File: src/rtl/mem_stage.sv
// -----------------------------------------------------------------------------
// mem_stage : MEM pipeline stage.
//
// Accepts the EX result bundle into a pipe register, issues data-memory
// requests over a req/ack handshake, steers byte/half/word lanes, extends
// sub-word load data, implements LL/SC through a link register and presents
// registered results to WB.
//
// Ports
//   clk, rst            clock (rising edge) / asynchronous active-high reset
//   valid_in .. jal_in  EX bundle (PC, ALU result, store data, dest reg, controls)
//   stall_out           upstream hold; the EX bundle is not accepted this cycle
//   dmem_req/we/addr/wdata/be   data-memory request, stable until dmem_ack
//   dmem_ack, dmem_rdata        memory completion and read data
//   valid_out .. addrErr_out    registered WB bundle (valid_out pulses once)
// -----------------------------------------------------------------------------
module mem_stage #(
    parameter int DATA_W = 32,
    parameter int REG_AW = 5
) (
    input  logic              clk,
    input  logic              rst,
    input  logic              valid_in,
    input  logic [DATA_W-1:0] pc_in,
    input  logic [DATA_W-1:0] aluRes_in,
    input  logic [DATA_W-1:0] rtData_in,
    input  logic [REG_AW-1:0] wrReg_in,
    input  logic              regWrite_in,
    input  logic              memRead_in,
    input  logic              memWrite_in,
    input  logic              atomic_in,
    input  logic [1:0]        mMask_in,
    input  logic              signExt_in,
    input  logic              jal_in,
    output logic              stall_out,
    output logic              dmem_req,
    output logic              dmem_we,
    output logic [DATA_W-1:0] dmem_addr,
    output logic [DATA_W-1:0] dmem_wdata,
    output logic [3:0]        dmem_be,
    input  logic              dmem_ack,
    input  logic [DATA_W-1:0] dmem_rdata,
    output logic              valid_out,
    output logic [REG_AW-1:0] wrReg_out,
    output logic              regWrite_out,
    output logic [DATA_W-1:0] wbData_out,
    output logic [DATA_W-1:0] pc_out,
    output logic              addrErr_out
);

    localparam logic [0:0] ST_IDLE = 1'b0;
    localparam logic [0:0] ST_WAIT = 1'b1;

    // Access-size alignment: byte always legal, half needs even, word needs /4.
    function automatic logic is_aligned(input logic [1:0] mask, input logic [1:0] off);
        logic ok;
        case (mask)
            2'b10:   ok = 1'b1;
            2'b01:   ok = ~off[0];
            default: ok = (off == 2'b00);
        endcase
        return ok;
    endfunction

    // Byte enables for the access size and byte offset (little-endian lanes).
    function automatic logic [3:0] lane_be(input logic [1:0] mask, input logic [1:0] off);
        logic [3:0] be;
        case (mask)
            2'b10:   be = 4'b0001 << off;
            2'b01:   be = off[1] ? 4'b1100 : 4'b0011;
            default: be = 4'b1111;
        endcase
        return be;
    endfunction

    // Store data replicated across all lanes so any enabled lane carries it.
    function automatic logic [31:0] lane_wdata(input logic [1:0] mask, input logic [31:0] rt);
        logic [31:0] wd;
        case (mask)
            2'b10:   wd = {4{rt[7:0]}};
            2'b01:   wd = {2{rt[15:0]}};
            default: wd = rt;
        endcase
        return wd;
    endfunction

    // Pick the addressed lane out of the read word and sign/zero-extend it.
    function automatic logic [31:0] load_extend(input logic [1:0] mask, input logic [1:0] off,
                                                input logic sext, input logic [31:0] rdata);
        logic [31:0] shifted;
        logic [15:0] half;
        logic [31:0] res;
        shifted = rdata >> {off, 3'b000};
        half    = off[1] ? rdata[31:16] : rdata[15:0];
        case (mask)
            2'b10:   res = {{24{sext & shifted[7]}}, shifted[7:0]};
            2'b01:   res = {{16{sext & half[15]}}, half};
            default: res = rdata;
        endcase
        return res;
    endfunction

    logic [0:0]        state_r;
    logic              p_valid_r;
    logic [DATA_W-1:0] p_pc_r;
    logic [DATA_W-1:0] p_alu_r;
    logic [REG_AW-1:0] p_wr_reg_r;
    logic              p_reg_write_r;
    logic              p_load_r;
    logic              p_store_r;
    logic              p_atomic_r;
    logic [1:0]        p_mask_r;
    logic              p_sext_r;
    logic              p_jal_r;
    logic              p_err_r;
    logic              p_sc_ok_r;
    logic              link_valid_r;
    logic [DATA_W-3:0] link_addr_r;

    logic              capture_s;
    logic              in_load_s;
    logic              in_store_s;
    logic              in_sc_s;
    logic              in_err_s;
    logic              in_sc_ok_s;
    logic              in_go_wait_s;
    logic              link_fwd_valid_s;
    logic [DATA_W-3:0] link_fwd_addr_s;
    logic              link_next_valid_s;
    logic              complete_s;
    logic [DATA_W-1:0] wb_data_s;

    // Upstream hold while an access is outstanding and not completing.
    assign stall_out = (state_r == ST_WAIT) & ~dmem_ack;
    assign capture_s = ~stall_out;

    // Decode of the incoming bundle; a store flag wins if both read and write are set.
    always_comb begin
        in_store_s = memWrite_in;
        in_load_s  = memRead_in & ~memWrite_in;
        in_sc_s    = valid_in & memWrite_in & atomic_in;
        in_err_s   = valid_in & (in_load_s | in_store_s) & ~is_aligned(mMask_in, aluRes_in[1:0]);
    end

    // Link state as it will be after this edge's completion, so an SC captured
    // on the same edge an LL/SW acks sees the effect of that older access.
    always_comb begin
        link_fwd_valid_s = link_valid_r;
        link_fwd_addr_s  = link_addr_r;
        if ((state_r == ST_WAIT) && dmem_ack) begin
            if (p_load_r && p_atomic_r) begin
                link_fwd_valid_s = 1'b1;
                link_fwd_addr_s  = p_alu_r[DATA_W-1:2];
            end else if (p_store_r && !p_atomic_r && (p_alu_r[DATA_W-1:2] == link_addr_r)) begin
                link_fwd_valid_s = 1'b0;
            end else begin
                link_fwd_valid_s = link_valid_r;
            end
        end else begin
            link_fwd_valid_s = link_valid_r;
        end
    end

    // SC outcome and the decision to start a memory access for the incoming op.
    always_comb begin
        in_sc_ok_s   = link_fwd_valid_s & (link_fwd_addr_s == aluRes_in[DATA_W-1:2]);
        in_go_wait_s = valid_in & (in_load_s | in_store_s) & ~in_err_s & ~(in_sc_s & ~in_sc_ok_s);
        if (capture_s && in_sc_s) begin
            link_next_valid_s = 1'b0;
        end else begin
            link_next_valid_s = link_fwd_valid_s;
        end
    end

    // An op completes when it sits in the pipe with nothing to wait for, or on its ack.
    always_comb begin
        complete_s = ((state_r == ST_IDLE) & p_valid_r) | ((state_r == ST_WAIT) & dmem_ack);
        if (p_jal_r) begin
            wb_data_s = p_pc_r + 32'd8;
        end else if (p_load_r && !p_err_r) begin
            wb_data_s = load_extend(p_mask_r, p_alu_r[1:0], p_sext_r, dmem_rdata);
        end else if (p_store_r && p_atomic_r) begin
            wb_data_s = {31'd0, p_sc_ok_r & ~p_err_r};
        end else begin
            wb_data_s = p_alu_r;
        end
    end

    // Pipe register and FSM: both advance together whenever the stage accepts a bundle.
    always_ff @(posedge clk or posedge rst) begin
        if (rst) begin
            state_r       <= ST_IDLE;
            p_valid_r     <= 1'b0;
            p_pc_r        <= 32'd0;
            p_alu_r       <= 32'd0;
            p_wr_reg_r    <= '0;
            p_reg_write_r <= 1'b0;
            p_load_r      <= 1'b0;
            p_store_r     <= 1'b0;
            p_atomic_r    <= 1'b0;
            p_mask_r      <= 2'b00;
            p_sext_r      <= 1'b0;
            p_jal_r       <= 1'b0;
            p_err_r       <= 1'b0;
            p_sc_ok_r     <= 1'b0;
        end else if (capture_s) begin
            state_r       <= in_go_wait_s ? ST_WAIT : ST_IDLE;
            p_valid_r     <= valid_in;
            p_pc_r        <= pc_in;
            p_alu_r       <= aluRes_in;
            p_wr_reg_r    <= wrReg_in;
            p_reg_write_r <= regWrite_in;
            p_load_r      <= valid_in & in_load_s;
            p_store_r     <= valid_in & in_store_s;
            p_atomic_r    <= atomic_in;
            p_mask_r      <= mMask_in;
            p_sext_r      <= signExt_in;
            p_jal_r       <= jal_in;
            p_err_r       <= in_err_s;
            p_sc_ok_r     <= in_sc_ok_s;
        end else begin
            state_r <= state_r;
        end
    end

    // Memory request registers: loaded when an access starts, cleared otherwise.
    always_ff @(posedge clk or posedge rst) begin
        if (rst) begin
            dmem_req   <= 1'b0;
            dmem_we    <= 1'b0;
            dmem_addr  <= 32'd0;
            dmem_wdata <= 32'd0;
            dmem_be    <= 4'b0000;
        end else if (capture_s) begin
            dmem_req   <= in_go_wait_s;
            dmem_we    <= in_go_wait_s & in_store_s;
            dmem_addr  <= in_go_wait_s ? {aluRes_in[DATA_W-1:2], 2'b00} : 32'd0;
            dmem_wdata <= in_go_wait_s ? lane_wdata(mMask_in, rtData_in) : 32'd0;
            dmem_be    <= in_go_wait_s ? lane_be(mMask_in, aluRes_in[1:0]) : 4'b0000;
        end else begin
            dmem_req <= dmem_req;
        end
    end

    // Link register for LL/SC.
    always_ff @(posedge clk or posedge rst) begin
        if (rst) begin
            link_valid_r <= 1'b0;
            link_addr_r  <= '0;
        end else begin
            link_valid_r <= link_next_valid_s;
            link_addr_r  <= link_fwd_addr_s;
        end
    end

    // WB output registers; payload holds between valid pulses.
    always_ff @(posedge clk or posedge rst) begin
        if (rst) begin
            valid_out    <= 1'b0;
            wrReg_out    <= '0;
            regWrite_out <= 1'b0;
            wbData_out   <= 32'd0;
            pc_out       <= 32'd0;
            addrErr_out  <= 1'b0;
        end else if (complete_s) begin
            valid_out    <= 1'b1;
            wrReg_out    <= p_wr_reg_r;
            regWrite_out <= p_reg_write_r & ~p_err_r;
            wbData_out   <= wb_data_s;
            pc_out       <= p_pc_r;
            addrErr_out  <= p_err_r;
        end else begin
            valid_out    <= 1'b0;
        end
    end

endmodule

File: config.mk
export PLATFORM = sky130hd
export DESIGN_NAME = mem_stage
export DESIGN_NICKNAME = d
export VERILOG_FILES = /design/src/rtl/mem_stage.sv
export SDC_FILE = /design/constraint.sdc
export NUM_CORES = 1
export LEC_CHECK = 0
export ABC_AREA = 1
export BUFFER_PORTS_ARGS = -buffer_cell sky130_fd_sc_hd__buf_2
export CAP_MARGIN = 25
export CELL_PAD_IN_SITES_DETAIL_PLACEMENT = 0
export CELL_PAD_IN_SITES_GLOBAL_PLACEMENT = 1
export CORE_MARGIN = 2
export CORE_UTILIZATION = 36
export CTS_BUF_LIST = sky130_fd_sc_hd__clkbuf_8 sky130_fd_sc_hd__clkbuf_16
export CTS_CLUSTER_DIAMETER = 40
export CTS_CLUSTER_SIZE = 10
export DETAILED_ROUTE_END_ITERATION = 10
export GPL_TIMING_DRIVEN = 0
export PLACE_DENSITY_LB_ADDON = 0.08
export SLEW_MARGIN = 20
export SYNTH_ARGS = -nofsm -noshare
export SYNTH_HDL_FRONTEND = slang
export SYNTH_SLANG_ARGS = --single-unit
File: constraint.sdc
create_clock -name clk -period 8.2 [get_ports clk]
set_input_delay 1.23 -clock clk [delete_from_list [all_inputs] [get_ports clk]]
set_output_delay 1.23 -clock clk [all_outputs]
set_load 0.005 [all_outputs]
# Word level (Yosys, flattened, before mapping)
# Cells that the tools add are included.
# op_classes
div	0
shift	2
n_eq_ne	6
n_reduce_logical	10
n_mux	20
addsub	1
bitwise	30
n_lt_le_gt_ge	0
mul	0
# ops
cell	n
$mux 32	5
$pmux 32 s2	2
$eq 30x30->1	2
$mux 30	2
$add 32x4->32 const B	1
$shr 32x5->8	1
$and 1x1->1	18
$mux 16	1
$not 1->1	10
$mux 4	2
$pmux 4 s2	1
$logic_and 1x1->1	7
$mux 1	6
$eq 2x1->1 const B	2
$eq 2x2->1 const B	2
$shl 1x2->4 const A	1
$logic_not 1->1	2
$logic_not 2->1	1
$or 1x1->1	2
$pmux 1 s2	1
# word_totals
romBits	0
ram_bits	0
word_cells	96
mem_count	0
ff_bits	254
inputBits	145
latchBits	0
out_inout_bits	143

# Depth between registers and ports, before layout
# logic_depth
word_depth	12
ltp_mapped	17
depth_no_buf	15

# Worst setup path before layout
# No wires, ideal clock.
# synth_path
path_type	input to output
startpoint	input port dmem_ack
endpoint	output port stall_out
cell_stages	3
required_ns	6.970
path_buffers	2
arrival_time_ns	2.086
path_slack_ns	4.884
path_cell_list	nor2_1 > clkbuf_1 > clkbuf_1
# synth_via
elab_chain_cells	2
# synth_lines
item	line	rtl
start, declared	41	input logic dmem_ack,
$not 1->1	134	assign stall_out = (state_r == ST_WAIT) & ~dmem_ack;
$and 1x1->1	134	
end, declared	35	output logic stall_out,
# Every way passes these cells.

# Worst setup path in the final report
# Ends and elaborated chain as after synthesis.

==> flow_summary_export.csv <==
group,metric,value,unit
timing,tightest_slew,0.903,ns
pwr,internal-power,0.00303,W
worst_setup_path,critPathSlowestCell,"nor2_1",
clock_tree,cts_max_path_buffers,3,
timing,max_freq,0.222,GHz
global_routing,grt_pass1_vias,13087,
worst_setup_path,setup.worst_path.start,"dmem_ack",
pwr,p_leak,8.79,nW
clock_tree,holdBufCountCts,0,
clock_tree,clockRootBuffer,"clkbuf_16",
placed_design,dpl-instance-area,15100,sq um
timing,slew_headroom,39.6,%
timing,min_period_over_period,54.9,%
final_layout,area_growth,28.1,%
synthesis,synth_area_leaders,"dfrtp_1 48%, nand2_1 18%, o21ai_0 6.6%, inv_1 4.7%, nand3_1 3.5%",
synthesis,synth-xor-area-share,1.48,%
timing,finalCriticalPeriod,4.50,ns
final_layout,drive_above_1_share,20.1,%
drt,vias,13129,
synthesis,yosys.cell_count.top_type,"nand2_1",
synthesis,yosysSeqAreaShare,48.2,%
timing,worst_slack,3.70,ns
floorplan,rows,69,
worst_setup_path,reg2reg_from,"state_r",
placed_design,place_inst,2475,
synthesis,ys_types,43,
global_routing,grt_pass1_wl,79.2,mm
timing,hold_viol_final,0,
run,drv_cap,0,
drt,drc_errors,0,
drt,vias_per_cell,5.12,
drt,ant_nets,0,
placed_design,place_ws,3.67,ns
global_routing,grt_max_degree,99,
drt,dr.pass1.iters,6,
min_path,min_path_type,"reg2reg",
synthesis,yosys.area_share.adder,0.480,%
floorplan,die_h,194,um
final_layout,stdcell_count,2565,
clock_tree,clkSinkCount,251,
worst_setup_path,cp.arrival,3.27,ns
synthesis,synth_top_area_share,48.2,%
global_routing,grt-ovfl-total,0,
synthesis,syn_avg_cell_area,7.55,sq um
drt,routedWlPerCell,20.5,um
min_path,min_from,"pc_out[14]",
pwr,seq_power_share,35.7,%
clock_tree,h-tree-depth,2,
clock_tree,cts_resized,0,
synthesis,synth-edff-count,0,
floorplan,initial_core_util,36.6,%
timing,finalSetupViolCount,0,
outcome,status,"finished, final reports clean",
placed_design,dp_hpwl,40.4,mm
clock_tree,post_cts_buffers,0,
pwr,switching_share,33.7,%
timing,rsz0062_at_grt,"no",
pwr,power,0.00456,W
clock_tree,clk_pin_slew,0.05,ns
timing,final.setup_skew,0.0149,ns
worst_setup_path,crit_chain,"buf_2 > nor2_1 > clkbuf_1 > clkbuf_1 > buf_2",
final_layout,fillCellCount,3794,
clock_tree,cts_tree,"yes",
synthesis,ys_warn_count,0,
global_routing,antenna_found_initial,3,
worst_setup_path,critPathBufInv,4,
synthesis,synth_top_family_by_area,"simple AND/OR/NAND/NOR gates",
final_layout,fin_area,16700,sq um
floorplan,die_w,194,um
floorplan,core_area,35600,sq um
synthesis,muxShareOfSynthArea,0,%
final_layout,nNetsFinal,2214,
worst_setup_path,worstSetupPathType,"in2out",
floorplan,top_level_ports,288,
pwr,power.density,273,nW/um^2
synthesis,ys.flop_type,"dfrtp_1",
worst_setup_path,end_kind,"primary output",
synthesis,synth_seq_cells,251,
floorplan,die_area,37700,sq um
pwr,comb_power_share,22.1,%
pwr,p_clk_share,42.2,%
timing,finalMaxSlewViolations,0,
clock_tree,clock_latency,0.58,ns
worst_setup_path,worstPathRequired,6.97,ns
timing,timing.hold.ws,0.473,ns
drt,dr.first_iter.drc_count,775,
synthesis,synth-async-reset-ratio,100,%
placed_design,portBuffers,285,
synthesis,syn_inst,1725,
worst_setup_path,crit_path_max_fanout,10,
placed_design,place.gp.congestion,0.951,
global_routing,grt_usage,27.6,%
worst_setup_path,slowest_delay,0.69,ns
pwr,peakVddDrop,0.227,mV
worst_setup_path,critPathTopFamily,"buffers and inverters",
clock_tree,cts_buffers,48,
synthesis,yosys-top-cells-count,"614 x nand2_1, 251 x dfrtp_1, 171 x o21ai_0, 164 x inv_1, 91 x nand3_1",
synthesis,synth_area,13000,sq um
pwr,p_sw,0.00154,W
synthesis,synth-simple-area-share,28.3,%
worst_setup_path,startpoint_type,"input port",
drt,drt-total-wl,52.5,mm
synthesis,synth_compound_gate_area_share,13.5,%
synthesis,synth.largest_area_cell,"dfrtp_1",
## registers in the layout, indices dropped and copies added (netlist names), 2 cells and up
name / count
p_mask_r: 2
p_pc_r: 32
p_alu_r: 32
p_wr_reg_r: 5
dmem_be: 4
pc_out: 32
wrReg_out: 5
link_addr_r: 30
dmem_addr: 30
dmem_wdata: 32
wbData_out: 32
## power by group through the flow
stage / sequential (W) / clock (W) / combinational, W
after global placement: 0.00164 / 0 / 0.000995
after global routing: 0.00165 / 0.00201 / 0.00113
after CTS: 0.00163 / 0.00195 / 0.00102
after detailed placement: 0.00164 / 0 / 0.00101
after floorplan: 0.00161 / 0 / 0.000556
final: 0.00163 / 0.00193 / 0.00101
## cell families (layout without fill, tap and decap cells)
group / count (synthesis) / after routing
xor gates and xnor gates: 22 / 22
AOI/OAI and AO/OA: 308 / 308
DFF: 251 / 251
other: 1 / 3
buffers and inverters: 259 / 636
adders and majority gates: 5 / 5
and+or+nand+nor: 879 / 879
## worst register-to-register path: stages (launching register included)
cell      delay [ns]
dfrtp_1         0.41
nand2_2         0.19
o21ai_1         0.29
inv_1           0.17
clkbuf_1        0.40
clkbuf_1        0.61
clkbuf_1        0.42
nand2_1         0.11
o21ai_0         0.10
## per-layer routing
layer	track usage [%]	vias up	wire [um]
met5	0	-	7
met2	46.2	360	25300
li1	-	6310	-
met1	36.8	6379	23300
met3	4.21	78	2550
met4	8.64	2	1340
## cell usage in the layout (no fill, tap or decap), types with 4 or more instances in the layout
master and count:
nand3b_1 16, clkbuf_1 71, inv_1 168, clkinv_2 9, clkbuf_16 49, xor2_1 13
buf_6 6, o21ai_0 171, a21oi_1 62, nand3_1 91, nand4_1 49, buf_2 289
o22ai_1 4, clkinv_4 4, clkbuf_8 5, xnor2_1 9, clkinvlp_4 9, o21ai_1 10
o311ai_0 5, nor2_1 76, o32ai_1 4, buf_1 4, nand2_1 614, inv_6 5
ha_1 5, a221o_1 8, o211ai_1 6, or2_2 5, dfrtp_1 251, nor3_1 14
a31oi_1 8, o21ai_2 20, nor4_1 5, buf_4 7
## final timing paths
| path | slack, ns | to | cells after the start |
|---|---|---|---|
| setup / recovery | 3.70 | stall_out | 5 |
| hold / removal | 0.47 | pc_out[14] | 2 |
| setup reg to reg | 5.42 | pc_out[21] | 8 |
| hold reg to reg | 0.47 | pc_out[14] | 2 |
| max in group asynchronous | 6.49 | dmem_addr[25] | 3 |
| min in group asynchronous | 0.76 | pc_out[10] | 2 |
## metrics by stage
step	utilization [%]	TNS (ns)
after floorplan	-	0
after global placement	42.3	-811.56
after detailed placement	42.5	0
after CTS	46.9	0
after global routing	46.9	0
final	46.9	0
## final cells by class
| class | count | area, sq um | share of cell area [%] |
|---|---|---|---|
| inverter | 168 | 638 | 3.82 |
| clock inverter | 35 | 290 | 1.74 |
| sequential | 251 | 6280 | 37.6 |
| antenna | 1 | 2.50 | 0.0150 |
| clock buffer | 54 | 1290 | 7.76 |
| timing repair buffer | 288 | 1490 | 8.92 |
| multi-input combinational | 1216 | 5710 | 34.2 |
| buffer | 91 | 414 | 2.48 |
| tap | 461 | 577 | 3.46 |
No activity file was read; power rests on OpenSTA's default activity.
